--- config.mk ---
export PLATFORM = sky130hd
export DESIGN_NAME = mem_load_unit
export DESIGN_NICKNAME = d
export VERILOG_FILES = /design/src/rtl/mem_pkg.sv /design/src/rtl/load_addr_mux.sv /design/src/rtl/mem_load_unit.sv
export SDC_FILE = /design/constraint.sdc
export NUM_CORES = 1
export LEC_CHECK = 0
export CORE_MARGIN = 2
export CORE_UTILIZATION = 45
export CTS_CLUSTER_SIZE = 30
export DETAILED_ROUTE_END_ITERATION = 8
export GPL_ROUTABILITY_DRIVEN = 0
export PLACE_DENSITY = 0.87
export SETUP_SLACK_MARGIN = 0.02
export SLEW_MARGIN = 5
export SYNTH_ARGS = -nofsm -noshare
export SYNTH_HDL_FRONTEND = slang
export SYNTH_SLANG_ARGS = --single-unit
--- constraint.sdc ---
create_clock -name clock -period 3.2 [get_ports clock]
set_clock_uncertainty 0.1 [all_clocks]
set_input_delay 0.64 -clock clock [delete_from_list [all_inputs] [get_ports clock]]
set_output_delay 0.64 -clock clock [all_outputs]
set_load 0.005 [all_outputs]
--- src/rtl/mem_pkg.sv ---
// Shared encodings for the load and store datapaths: address-source codes,
// load FSM states, and the machine word size.
package mem_pkg;

    localparam int unsigned WORD_BYTES = 2;

    typedef enum logic [2:0] {
        SRC_PC      = 3'b000,
        SRC_IMM     = 3'b001,
        SRC_MARY    = 3'b010,
        SRC_SHELLEY = 3'b011,
        SRC_SP2     = 3'b100,
        SRC_SPIMM   = 3'b101
    } mem_src_e;

    typedef enum logic [1:0] {
        ST_IDLE,
        ST_REQ,
        ST_WAIT,
        ST_DONE
    } load_state_e;

    function automatic logic word_aligned(input logic [15:0] addr);
        return addr[0] == 1'b0;
    endfunction

endpackage

--- src/rtl/load_addr_mux.sv ---
// Effective-address select/add shared by the load and store paths.
// o_legal is low for an unused source code or an odd (misaligned) word address.
module load_addr_mux
    import mem_pkg::*;
(
    input  logic [2:0]  i_src,
    input  logic [15:0] i_pc,
    input  logic [15:0] i_sp,
    input  logic [15:0] i_ze_imm,
    input  logic [15:0] i_ls_imm,
    input  logic [15:0] i_mary,
    input  logic [15:0] i_shelley,
    output logic [15:0] o_addr,
    output logic        o_legal
);

    logic w_src_ok;

    always_comb begin
        o_addr   = '0;
        w_src_ok = 1'b1;
        case (i_src)
            SRC_PC:      o_addr = i_pc;
            SRC_IMM:     o_addr = i_ze_imm;
            SRC_MARY:    o_addr = i_mary;
            SRC_SHELLEY: o_addr = i_shelley;
            SRC_SP2:     o_addr = i_sp + 16'(WORD_BYTES);
            SRC_SPIMM:   o_addr = i_sp + i_ls_imm;
            default:     w_src_ok = 1'b0;
        endcase
    end

    assign o_legal = w_src_ok & word_aligned(o_addr);

endmodule

--- src/rtl/mem_load_unit.sv ---
// Multi-cycle load unit: latches an effective address, issues one read strobe,
// waits READ_LAT cycles, captures the returned word and pulses done.
module mem_load_unit
    import mem_pkg::*;
#(
    parameter int unsigned READ_LAT = 1
)
(
    input  logic        clock,
    input  logic        reset,
    input  logic        start,
    input  logic [2:0]  LoadSrc,
    input  logic [15:0] pc,
    input  logic [15:0] sp_in,
    input  logic [15:0] ze_imm,
    input  logic [15:0] ls_imm,
    input  logic [15:0] MaryData,
    input  logic [15:0] ShelleyData,
    input  logic [15:0] mem_rdata,
    output logic [15:0] mem_addr,
    output logic        mem_rd,
    output logic        busy,
    output logic        done,
    output logic        err,
    output logic [15:0] load_data,
    output logic [15:0] sp_out,
    output logic        sp_we
);

    localparam logic [1:0] CNT_INIT = 2'(READ_LAT - 1);

    load_state_e r_state;
    logic [1:0]  r_cnt;
    logic [2:0]  r_src;
    logic [15:0] r_sp;
    logic [15:0] w_addr;
    logic        w_legal;

    load_addr_mux u_addr_mux (
        .i_src     (LoadSrc),
        .i_pc      (pc),
        .i_sp      (sp_in),
        .i_ze_imm  (ze_imm),
        .i_ls_imm  (ls_imm),
        .i_mary    (MaryData),
        .i_shelley (ShelleyData),
        .o_addr    (w_addr),
        .o_legal   (w_legal)
    );

    // mem_addr doubles as the latched address register, so it holds between loads.
    always_ff @(posedge clock or posedge reset) begin
        if (reset) begin
            r_state   <= ST_IDLE;
            r_cnt     <= '0;
            r_src     <= '0;
            r_sp      <= '0;
            mem_addr  <= '0;
            mem_rd    <= 1'b0;
            busy      <= 1'b0;
            done      <= 1'b0;
            err       <= 1'b0;
            load_data <= '0;
            sp_out    <= '0;
            sp_we     <= 1'b0;
        end else begin
            case (r_state)
                ST_IDLE: begin
                    if (start) begin
                        mem_addr <= w_addr;
                        r_src    <= LoadSrc;
                        r_sp     <= sp_in + 16'(WORD_BYTES);
                        busy     <= 1'b1;
                        if (w_legal) begin
                            mem_rd  <= 1'b1;
                            r_state <= ST_REQ;
                        end else begin
                            done    <= 1'b1;
                            err     <= 1'b1;
                            r_state <= ST_DONE;
                        end
                    end
                end
                ST_REQ: begin
                    mem_rd  <= 1'b0;
                    r_cnt   <= CNT_INIT;
                    r_state <= ST_WAIT;
                end
                ST_WAIT: begin
                    if (r_cnt != 2'd0) begin
                        r_cnt <= r_cnt - 2'd1;
                    end else begin
                        load_data <= mem_rdata;
                        done      <= 1'b1;
                        if (r_src == SRC_SP2) begin
                            sp_we  <= 1'b1;
                            sp_out <= r_sp;
                        end
                        r_state <= ST_DONE;
                    end
                end
                ST_DONE: begin
                    done    <= 1'b0;
                    err     <= 1'b0;
                    sp_we   <= 1'b0;
                    busy    <= 1'b0;
                    r_state <= ST_IDLE;
                end
                default: r_state <= ST_IDLE;
            endcase
        end
    end

endmodule

==> flow_summary_export.csv, run 1 <==
group,metric,value,unit
outcome,outcome,"finished clean",
floorplanning,die_w,106,um
clock_tree,clock_latency,340,ps
pwr,power,4.49,mW
logic_synthesis,synth_top_area_cell,"dfrtp_1",
drt,num_vias,4410,
logic_synthesis,yosys-mux-area-fraction,17.2,%
placement,io_buffers,170,
timing,finalHoldViolations,0,
setup_path,rrSetupSlack,930,ps
timing,setup_viol,0,
logic_synthesis,synthSimpleGateAreaFrac,13.8,%
layout,post-route-cell-area,6830,um2
clock_tree,clkTransAtPathRegs,70,ps
min_path,hold_end,"r_sp[0]",
logic_synthesis,ys_seq_area_share,40.3,%
setup_path,startpoint_type,"primary input",
logic_synthesis,synthCells,466,
global_route,grt_pass1_wl,21.8,mm
floorplanning,coreArea,10200,um2
drt,first_pass_iters,8,
layout,n_fill_cell,801,
global_route,antenna_found_initial,1,
setup_path,crit_required,3320,ps
logic_synthesis,async_reset_ff_share,100,%
setup_path,regToRegEndpoint,"mem_addr[15]",
drt,drc,0,
min_path,worstHoldStart,"r_sp[0]",
setup_path,timing.rr.start,"r_state[0]",
setup_path,path_class,"primary input to flip-flop",
clock_tree,root_buffer,"clkbuf_8",
clock_tree,cts-htree-levels,3,
clock_tree,cts_tree,"built",
run,maxCapViolations,0,
pwr,p_leak,2.87,nW
setup_path,rr_worst_depth,7,
layout,area_growth,44.6,%
layout,drive_gt1_share,14.4,%
pwr,power_density,658,nW/um2
drt,drt_iter0_markers,261,
layout,register_area,1900,um2
drt,avgViaCountPerCell,5.62,
global_route,grt_overflow,0,
logic_synthesis,synth.most_common_cell,"dfrtp_1",
timing,worst_slack,327,ps
logic_synthesis,synth-compound-area-share,15.2,%
setup_path,arrival,2990,ps
global_route,grt_pass1_vias,4380,
drt,wl_per_cell,17.5,um
min_path,min-delay-path-class,"flip-flop to flip-flop",
setup_path,end_kind,"flip-flop",
logic_synthesis,yosys.cell_types.count,59,
timing,fmax,0.348,GHz
logic_synthesis,syn-cell-area,4720,um2
floorplanning,dieArea,11300,um2
global_route,grtUsageTotal,24.4,%
logic_synthesis,syn_nets,606,
clock_tree,cts_resized,0,
logic_synthesis,synth_fa_ha_area_share,5.99,%
clock_tree,clk_path_buf_depth,2,
timing,fin_crit_sh,89.8,%
timing,rsz0062_at_grt,"false",
logic_synthesis,synth_area_per_cell,10.1,um2
pwr,ir_drop,297,uV
logic_synthesis,synth_xor_area_share,3.90,%
logic_synthesis,netlist.area_leader.share,40.3,%
floorplanning,start_util,46.1,%
clock_tree,numCtsBuffers,9,
logic_synthesis,yosysWarnings,0,
logic_synthesis,synth_edf_count,0,
clock_tree,cts_setup_buffers,0,
logic_synthesis,synth_top_family_by_area,"multiplexers",
layout,multiInputGateArea,2650,um2
global_route,grt_start_max_net_pins,46,
setup_path,critPathMaxFanout,4,
timing,drv_slew,0,
placement,dpl.hpwl,11.1,mm
timing,max_slew_margin,46.9,%
min_path,whs_path_depth,2,
drt,totalWireLength,13.7,mm
timing,period_minus_slack,2870,ps
logic_synthesis,synth-seq-cells,76,
timing,tns,0,ps
logic_synthesis,synthTopCellsByCount,"76 x dfrtp_1, 66 x nand2_1, 42 x o21ai_0, 33 x mux2_2, 24 x a21oi_1",
clock_tree,cts-hold-fix-buffers,0,
placement,place_ws,17.1,ps
clock_tree,cts_sinks,76,
floorplanning,io_pins,171,
floorplanning,fp.dieH,106,um
logic_synthesis,synth_area_leaders,"dfrtp_1 40%, mux2_2 7.9%, mux4_2 7.2%",
logic_synthesis,ys.flop_type,"dfrtp_1",
timing,tightest_slew,795,ps
placement,place_area,6620,um2
drt,drtAntennaViolNets,0,
floorplanning,placementRows,37,
layout,final_nets,783,
[final cells by class]
class / instances / share of cell area, %
repair buffers: 185 / 26.9
clock inverters: 6 / 0.935
multi-input cells: 353 / 38.8
clock buffers: 10 / 2.02
well taps: 136 / 2.49
flip-flops and latches: 76 / 27.9
diodes: 1 / 0.0367
inverters: 18 / 0.990
[flip-flops by register name, summed over array words and instances, names as in the netlist, 2 cells and up]
signal and cells:
r_state 2, mem_addr 16, r_sp 16, r_src 3, r_cnt 2, load_data 16
sp_out 16
[cells in the final DEF (no fill, tap or decap), types with 3 or more instances in the layout]
cell type and count:
a21o_1 3, a21oi_1 24, a22oi_1 3, a31oi_1 6, and2_1 5, and3_1 5
buf_4 13, clkbuf_8 10, clkdlybuf4s50_1 169, dfrtp_1 76, ha_1 21, inv_1 16
mux2_2 33, mux2i_1 10, mux4_2 15, nand2_1 66, nand2b_1 5, nand3_1 12
nor2_1 23, nor2b_1 3, nor3_1 5, o211ai_1 6, o21a_1 3, o21ai_0 42
o22ai_1 3, o31ai_1 3, xnor2_1 10, xor2_1 11
[how the worst max path moves through the flow]
stage | slack [ps] | startpoint | endpoint | depth (start not counted)
CTS | 370 | sp_in[0] | mem_addr[8] | 10
floorplan | 520 | reset | busy | 1
finish | 330 | sp_in[0] | mem_addr[8] | 10
detailed placement | 20 | sp_in[0] | mem_addr[8] | 10
global placement | 100 | sp_in[0] | mem_addr[8] | 10
global route | 300 | sp_in[0] | mem_addr[8] | 10
[metrics by stage]
stage                     cells  hold slack [ps]  util, %
after floorplan             466              342        -
after CTS                   784              382     66.7
final                       785              382     66.7
after global placement      768              359     64.7
after global routing        784              392     66.7
after detailed placement    768              364     64.7
[per-layer routing]
metal | up-vias | share of wire (%) | global-route usage, %
met5 | - | 0 | 0
met1 | 2126 | 41 | 31.2
met2 | 212 | 50 | 41.9
li1 | 2051 | - | -
met4 | 0 | 1.3 | 7.61
met3 | 21 | 8.1 | 4.78
[critical path, cell delays in order]
cell	delay [ps]
clkdlybuf4s50_1	540
ha_1	230
inv_1	70
fa_1	400
nor2b_1	170
o31ai_1	130
a311o_1	310
xnor2_1	140
a221oi_1	270
o21ai_0	110
[logic make-up (layout without fill, tap and decap cells)]
group,after synthesis,in the layout
buffers and inverters,37,219
XOR/XNOR,21,21
multiplexers,58,58
other,0,1
adder cells (fa/ha/maj),22,22
AO/OA/AOI/OAI,112,112
flip-flops,76,76
AND/OR/NAND/NOR,140,140
[report_power, final]
part	total, mW	internal [mW]	leakage, nW	switching (mW)
Sequential	1.68	1.42	0.933	0.263
Clock	0.728	0.380	0.0983	0.348
Combinational	2.08	1.25	1.84	0.830
Total	4.49	3.05	2.87	1.44
No activity file was read; power rests on OpenSTA's default activity.
==> inputs of run 2 (changes only) <==
--- a/config.mk
+++ b/config.mk
@@ -5,12 +5,13 @@
 export SDC_FILE = /design/constraint.sdc
 export NUM_CORES = 1
 export LEC_CHECK = 0
+export ABC_AREA = 1
 export CORE_MARGIN = 2
 export CORE_UTILIZATION = 45
 export CTS_CLUSTER_SIZE = 30
 export DETAILED_ROUTE_END_ITERATION = 8
 export GPL_ROUTABILITY_DRIVEN = 0
-export PLACE_DENSITY = 0.87
+export PLACE_DENSITY = 0.85
 export SETUP_SLACK_MARGIN = 0.02
 export SLEW_MARGIN = 5
 export SYNTH_ARGS = -nofsm -noshare
==> run 2 against run 1 <==
  * Final area up 2.9%
  * Sequential share of layout area down 0.79 points
  * Maximum frequency up 14%
  * Combinational power down 5%
  * Synthesized cell count up 61%
  * Cell count up 36%
  * Setup slack better by 360 ps
==> flow_summary_export.csv, run 2 <==
group,metric,value,unit
timing,finalHoldViolations,0,
logic_synthesis,synthTopCellsByCount,"352 x nand2_1, 90 x inv_1, 76 x dfrtp_1, 57 x nand3_1, 31 x nor2_1",
setup_path,rrSetupSlack,1170,ps
setup_path,startpoint_type,"primary input",
layout,final_common_cell,"nand2_1",
logic_synthesis,synth_edf_count,0,
logic_synthesis,syn_nets,890,
layout,drive_gt1_share,4.87,%
drt,wl_per_cell,13.9,um
clock_tree,root_buffer,"clkbuf_8",
pwr,swShare,34.8,%
clock_tree,cts_resized,0,
timing,period_minus_slack,2520,ps
layout,area_growth,40.7,%
logic_synthesis,synth-seq-cells,76,
floorplanning,placementRows,38,
min_path,min-delay-path-class,"flip-flop to flip-flop",
floorplanning,die_w,109,um
setup_path,crit_required,3350,ps
floorplanning,coreArea,10800,um2
logic_synthesis,netlist.area_leader.share,38.1,%
global_route,antenna_found_initial,0,
timing,setup_viol,0,
placement,io_buffers,170,
logic_synthesis,syn-cell-area,4990,um2
clock_tree,cts-htree-levels,3,
floorplanning,io_pins,171,
clock_tree,cts_setup_buffers,0,
global_route,grt_start_max_net_pins,77,
floorplanning,dieArea,12000,um2
pwr,p_leak,3.66,nW
timing,drv_slew,0,
timing,fmax,0.398,GHz
layout,final_nets,1060,
pwr,seq_power_share,37.4,%
global_route,grtUsageTotal,25.8,%
placement,place_ws,364,ps
timing,tns,0,ps
placement,place_inst,1049,
clock_tree,clock_latency,350,ps
clock_tree,clkTransAtPathRegs,70,ps
run,maxCapViolations,0,
drt,avgViaCountPerCell,5.02,
logic_synthesis,synth_top_area_cell,"dfrtp_1",
clock_tree,cts-hold-fix-buffers,0,
clock_tree,cts_sinks,76,
logic_synthesis,ys.flop_type,"dfrtp_1",
timing,fin_crit_sh,78.6,%
setup_path,cp_common_cell,"nand2_1",
pwr,power,4.35,mW
drt,totalWireLength,14.8,mm
layout,final_cell_mix,"352 x nand2_1, 170 x clkdlybuf4s50_1, 89 x inv_1",
logic_synthesis,synth_area_per_cell,6.66,um2
logic_synthesis,ys_seq_area_share,38.1,%
pwr,comb_power_share,45.3,%
drt,num_vias,5342,
timing,worst_slack,685,ps
setup_path,critPathTopFamily,"buffers and inverters",
setup_path,end_kind,"flip-flop",
drt,first_pass_iters,8,
layout,diodes,0,
setup_path,cp_num_buf_inv,3,
outcome,outcome,"finished clean",
timing,rsz0062_at_grt,"false",
layout,finalNonFillerCells,1064,
clock_tree,cts_tree,"built",
global_route,grt_pass1_wl,23.6,mm
layout,n_fill_cell,958,
logic_synthesis,async_reset_ff_share,100,%
floorplanning,fp.dieH,109,um
pwr,intPower,2.84,mW
timing,max_slew_margin,62.5,%
pwr,power_density,619,nW/um2
placement,dpl.hpwl,11.7,mm
global_route,grt_overflow,0,
logic_synthesis,synth.most_common_cell,"nand2_1",
logic_synthesis,yosys.cell_types.count,36,
floorplanning,start_util,46.1,%
timing,tightest_slew,562,ps
pwr,ir_drop,372,uV
setup_path,critPathSlowestCell,"clkdlybuf4s50_1",
clock_tree,numCtsBuffers,9,
logic_synthesis,synth_area_leaders,"dfrtp_1 38%, nand2_1 26%, inv_1 6.8%",
drt,drt_iter0_markers,479,
logic_synthesis,yosysWarnings,0,
logic_synthesis,synthCells,750,
setup_path,max_stage_delay,500,ps
clock_tree,clk_path_buf_depth,2,
pwr,switching_power,1.51,mW
drt,drc,0,
setup_path,critPathMaxFanout,4,
setup_path,arrival,2660,ps
global_route,grt_pass1_vias,5022,
drt,drtAntennaViolNets,0,
setup_path,path_class,"primary input to flip-flop",
setup_path,crit_path_cell_trace,"clkdlybuf4s50_1 > ha_1 > inv_1 > fa_1 > inv_1 > nand3_1 > nand3_1 > nand2_1 > nand3_1 > nand2_1 > nand2_1 > nor2_1 > o21ai_1 > nand2_1",
pwr,power.share.clock,17.3,%
[run 2: power by group through the flow]
stage	registers (mW)	logic, mW	clock network (mW)
final	1.63	1.97	0.751
after global placement	1.63	1.94	0
after CTS	1.63	1.99	0.768
after floorplan	1.63	0.927	0
after global routing	1.68	2.22	0.817
after detailed placement	1.64	1.98	0
[run 2: layer usage]
layer	up-vias	routed length [um]	track usage [%]	share of wire, %
met5	-	0	0	0
met4	0	447	10.7	3.0
met3	36	1420	5.45	9.6
met2	250	6930	43.5	47
met1	2374	5980	32.1	40
li1	2682	-	-	-
[run 2: cell type report]
type	count	area, um2	area share, %
Multi-Input combinational cell	560	2630	37.4
Sequential cell	76	1900	27.1
Timing Repair Buffer	175	1750	24.9
Inverter	98	368	5.24
Tap cell	140	175	2.49
Clock buffer	14	173	2.46
Clock inverter	1	30.0	0.428
[run 2: tightest hold or removal path, cell delays in order, from the launching register on]
cell and delay, ps:
dfrtp_1 350, nand2_1 50, nand2_1 50
[run 2: final timing paths]
| kind | from | endpoint | cells past startpoint |
|---|---|---|---|
| min in group asynchronous | reset | r_src[0] | 3 |
| min reg2reg | r_sp[12] | sp_out[12] | 2 |
| max | sp_in[0] | mem_addr[8] | 14 |
| min | r_sp[12] | sp_out[12] | 2 |
| max reg2reg | r_state[0] | sp_out[4] | 8 |
| max in group asynchronous | reset | sp_out[15] | 3 |
[run 2: stage by stage]
stage               area (um2)  util, %  hold WS [ps]
global route              7020     64.8           398
finish                    7020     64.8           376
CTS                       7020     64.8           376
detailed placement        6820     62.9           352
floorplan                 4990        -           342
global placement          6820     62.9           350
[run 2: logic make-up after synthesis]
group / count (synthesis) / synth area share (%)
and+or+nand+nor: 474 / 38.8
buffers and inverters: 114 / 9.35
DFF: 76 / 38.1
AOI/OAI and AO/OA: 58 / 7.02
adders and majority gates: 22 / 5.66
xor gates and xnor gates: 6 / 1.05
==> inputs of run 3 (changes only) <==
==> constraint.sdc (replaced) <==
create_clock -name clock -period 2.5 [get_ports clock]
set_clock_uncertainty 0.1 [all_clocks]
set_input_delay 0.5 -clock clock [delete_from_list [all_inputs] [get_ports clock]]
set_output_delay 0.5 -clock clock [all_outputs]
set_load 0.005 [all_outputs]
==> run 3 against run 2 <==
  * Clock power up 12%
  * Via count up 1.7%
  * Power up 26%
  * Sequential share of layout area down 0.72 points
  * Die area unchanged
  * Critical path type unchanged
==> flow_summary_export.csv, run 3 (same netlist as run 2, synthesis figures left out) <==
group,metric,value,unit
setup_path,max_stage_delay,480,ps
layout,diodes,0,
floorplanning,io_pins,171,
setup_path,rr_worst_depth,8,
layout,final_cell_mix,"352 x nand2_1, 170 x clkdlybuf4s50_1, 89 x inv_1",
floorplanning,start_util,46.1,%
global_route,antenna_found_initial,0,
setup_path,critPathMaxFanout,4,
clock_tree,cts_resized,0,
layout,final_nets,1085,
global_route,grt_overflow,0,
setup_path,cp_common_cell,"nand2_1",
placement,dpl.hpwl,12.0,mm
setup_path,startpoint_type,"primary input",
min_path,whs_path_depth,2,
clock_tree,root_buffer,"clkbuf_8",
floorplanning,coreArea,10800,um2
setup_path,cp_num_buf_inv,3,
setup_path,end_kind,"flip-flop",
drt,num_vias,5434,
pwr,power,5.49,mW
drt,drtAntennaViolNets,0,
drt,drc,0,
min_path,min-delay-path-class,"flip-flop to flip-flop",
clock_tree,clk_path_buf_depth,2,
run,maxCapViolations,0,
drt,totalWireLength,14.8,mm
floorplanning,dieArea,12000,um2
clock_tree,clock_latency,350,ps
timing,tightest_slew,548,ps
clock_tree,cts-hold-fix-buffers,0,
setup_path,cp-endpoint,"mem_addr[8]",
drt,drt_iter0_markers,361,
global_route,grt_pass1_vias,5245,
global_route,grt_pass1_wl,24.1,mm
clock_tree,cts_sinks,76,
layout,area_growth,44.5,%
pwr,power_density,761,nW/um2
setup_path,critPathSlowestCell,"clkdlybuf4s50_1",
setup_path,path_class,"primary input to flip-flop",
clock_tree,numCtsBuffers,9,
timing,drv_slew,0,
timing,fmax,0.439,GHz
floorplanning,die_w,109,um
setup_path,rrSetupSlack,440,ps
drt,avgViaCountPerCell,4.99,
outcome,outcome,"finished clean",
setup_path,timing.rr.start,"r_state[0]",
drt,wl_per_cell,13.6,um
floorplanning,fp.dieH,109,um
layout,finalNonFillerCells,1090,
timing,fin_crit_sh,91.1,%
timing,rsz0062_at_grt,"false",
global_route,grt_start_max_net_pins,45,
setup_path,critPathTopFamily,"buffers and inverters",
pwr,p_leak,3.76,nW
placement,place_inst,1074,
clock_tree,cts_tree,"built",
layout,drive_gt1_share,7.68,%
clock_tree,cts-htree-levels,3,
setup_path,cp.depth,14,
drt,first_pass_iters,5,
global_route,grtUsageTotal,26.0,%
placement,io_buffers,170,
clock_tree,clkTransAtPathRegs,80,ps
setup_path,cp-startpoint,"sp_in[0]",
timing,finalHoldViolations,0,
timing,period_minus_slack,2280,ps
setup_path,regToRegEndpoint,"sp_out[2]",
timing,worst_slack,222,ps
placement,place_ws,-133,ps
setup_path,crit_required,2640,ps
layout,final_common_cell,"nand2_1",
setup_path,arrival,2410,ps
clock_tree,cts_setup_buffers,0,
floorplanning,placementRows,38,
pwr,ir_drop,488,uV
setup_path,crit_path_cell_trace,"clkdlybuf4s50_1 > ha_1 > inv_1 > fa_1 > inv_1 > nand3_1 > nand3_1 > nand2_1 > nand3_1 > nand2_1 > nand2_1 > nor2_1 > o21ai_1 > nand2_1",
timing,setup_viol,0,
timing,max_slew_margin,63.4,%
## run 3: cell type report
| cell class | count | area, um2 |
|---|---|---|
| Fill cell | 901 | 3620 |
| Multi-Input combinational cell | 560 | 2630 |
| Timing Repair Buffer | 200 | 1960 |
| Sequential cell | 76 | 1900 |
| Inverter | 98 | 372 |
| Tap cell | 140 | 175 |
| Clock buffer | 9 | 124 |
| Clock inverter | 7 | 53.8 |
## run 3: metrics by stage
step                hold slack, ps  area, um2  setup TNS [ps]  utilization, %
floorplan                      342       5000               0               -
global placement               349       7040            -171            64.9
detailed placement             357       7040            -436            64.9
CTS                            379       7220               0            66.6
global route                   403       7220               0            66.6
finish                         377       7220               0            66.6
## run 3: power by group
group	internal [mW]	switching [mW]	total, mW	leakage, nW
clock network	0.363	0.476	0.839	0.0814
logic	1.34	1.22	2.56	2.72
registers	1.78	0.307	2.09	0.962
## run 3: tightest hold or removal path: stages (launching register included)
cell and delay (ps):
dfrtp_1 350, nand2_1 50, nand2_1 40
## run 3: worst min-delay path by stage
| stage | to | slack, ps | from |
|---|---|---|---|
| 3_5_place_dp | sp_out[0] | 360 | r_sp[0] |
| 3_3_place_gp | sp_out[0] | 350 | r_sp[0] |
| 5_1_grt | load_data[1] | 400 | load_data[1] |
| 4_1_cts | sp_out[4] | 380 | r_sp[4] |
| 6_report | sp_out[9] | 380 | r_sp[9] |
| 2_1_floorplan | sp_out[0] | 340 | r_sp[0] |
## run 3: routing by layer
layer / wire length (um) / part of all wire (%) / track usage (%) / vias up
met5: 0 / 0 / 0 / -
met4: 405 / 2.7 / 9.95 / 0
met3: 1120 / 7.5 / 2.73 / 30
met2: 7060 / 48 / 45.9 / 213
met1: 6250 / 42 / 32.6 / 2448
li1: - / - / - / 2743
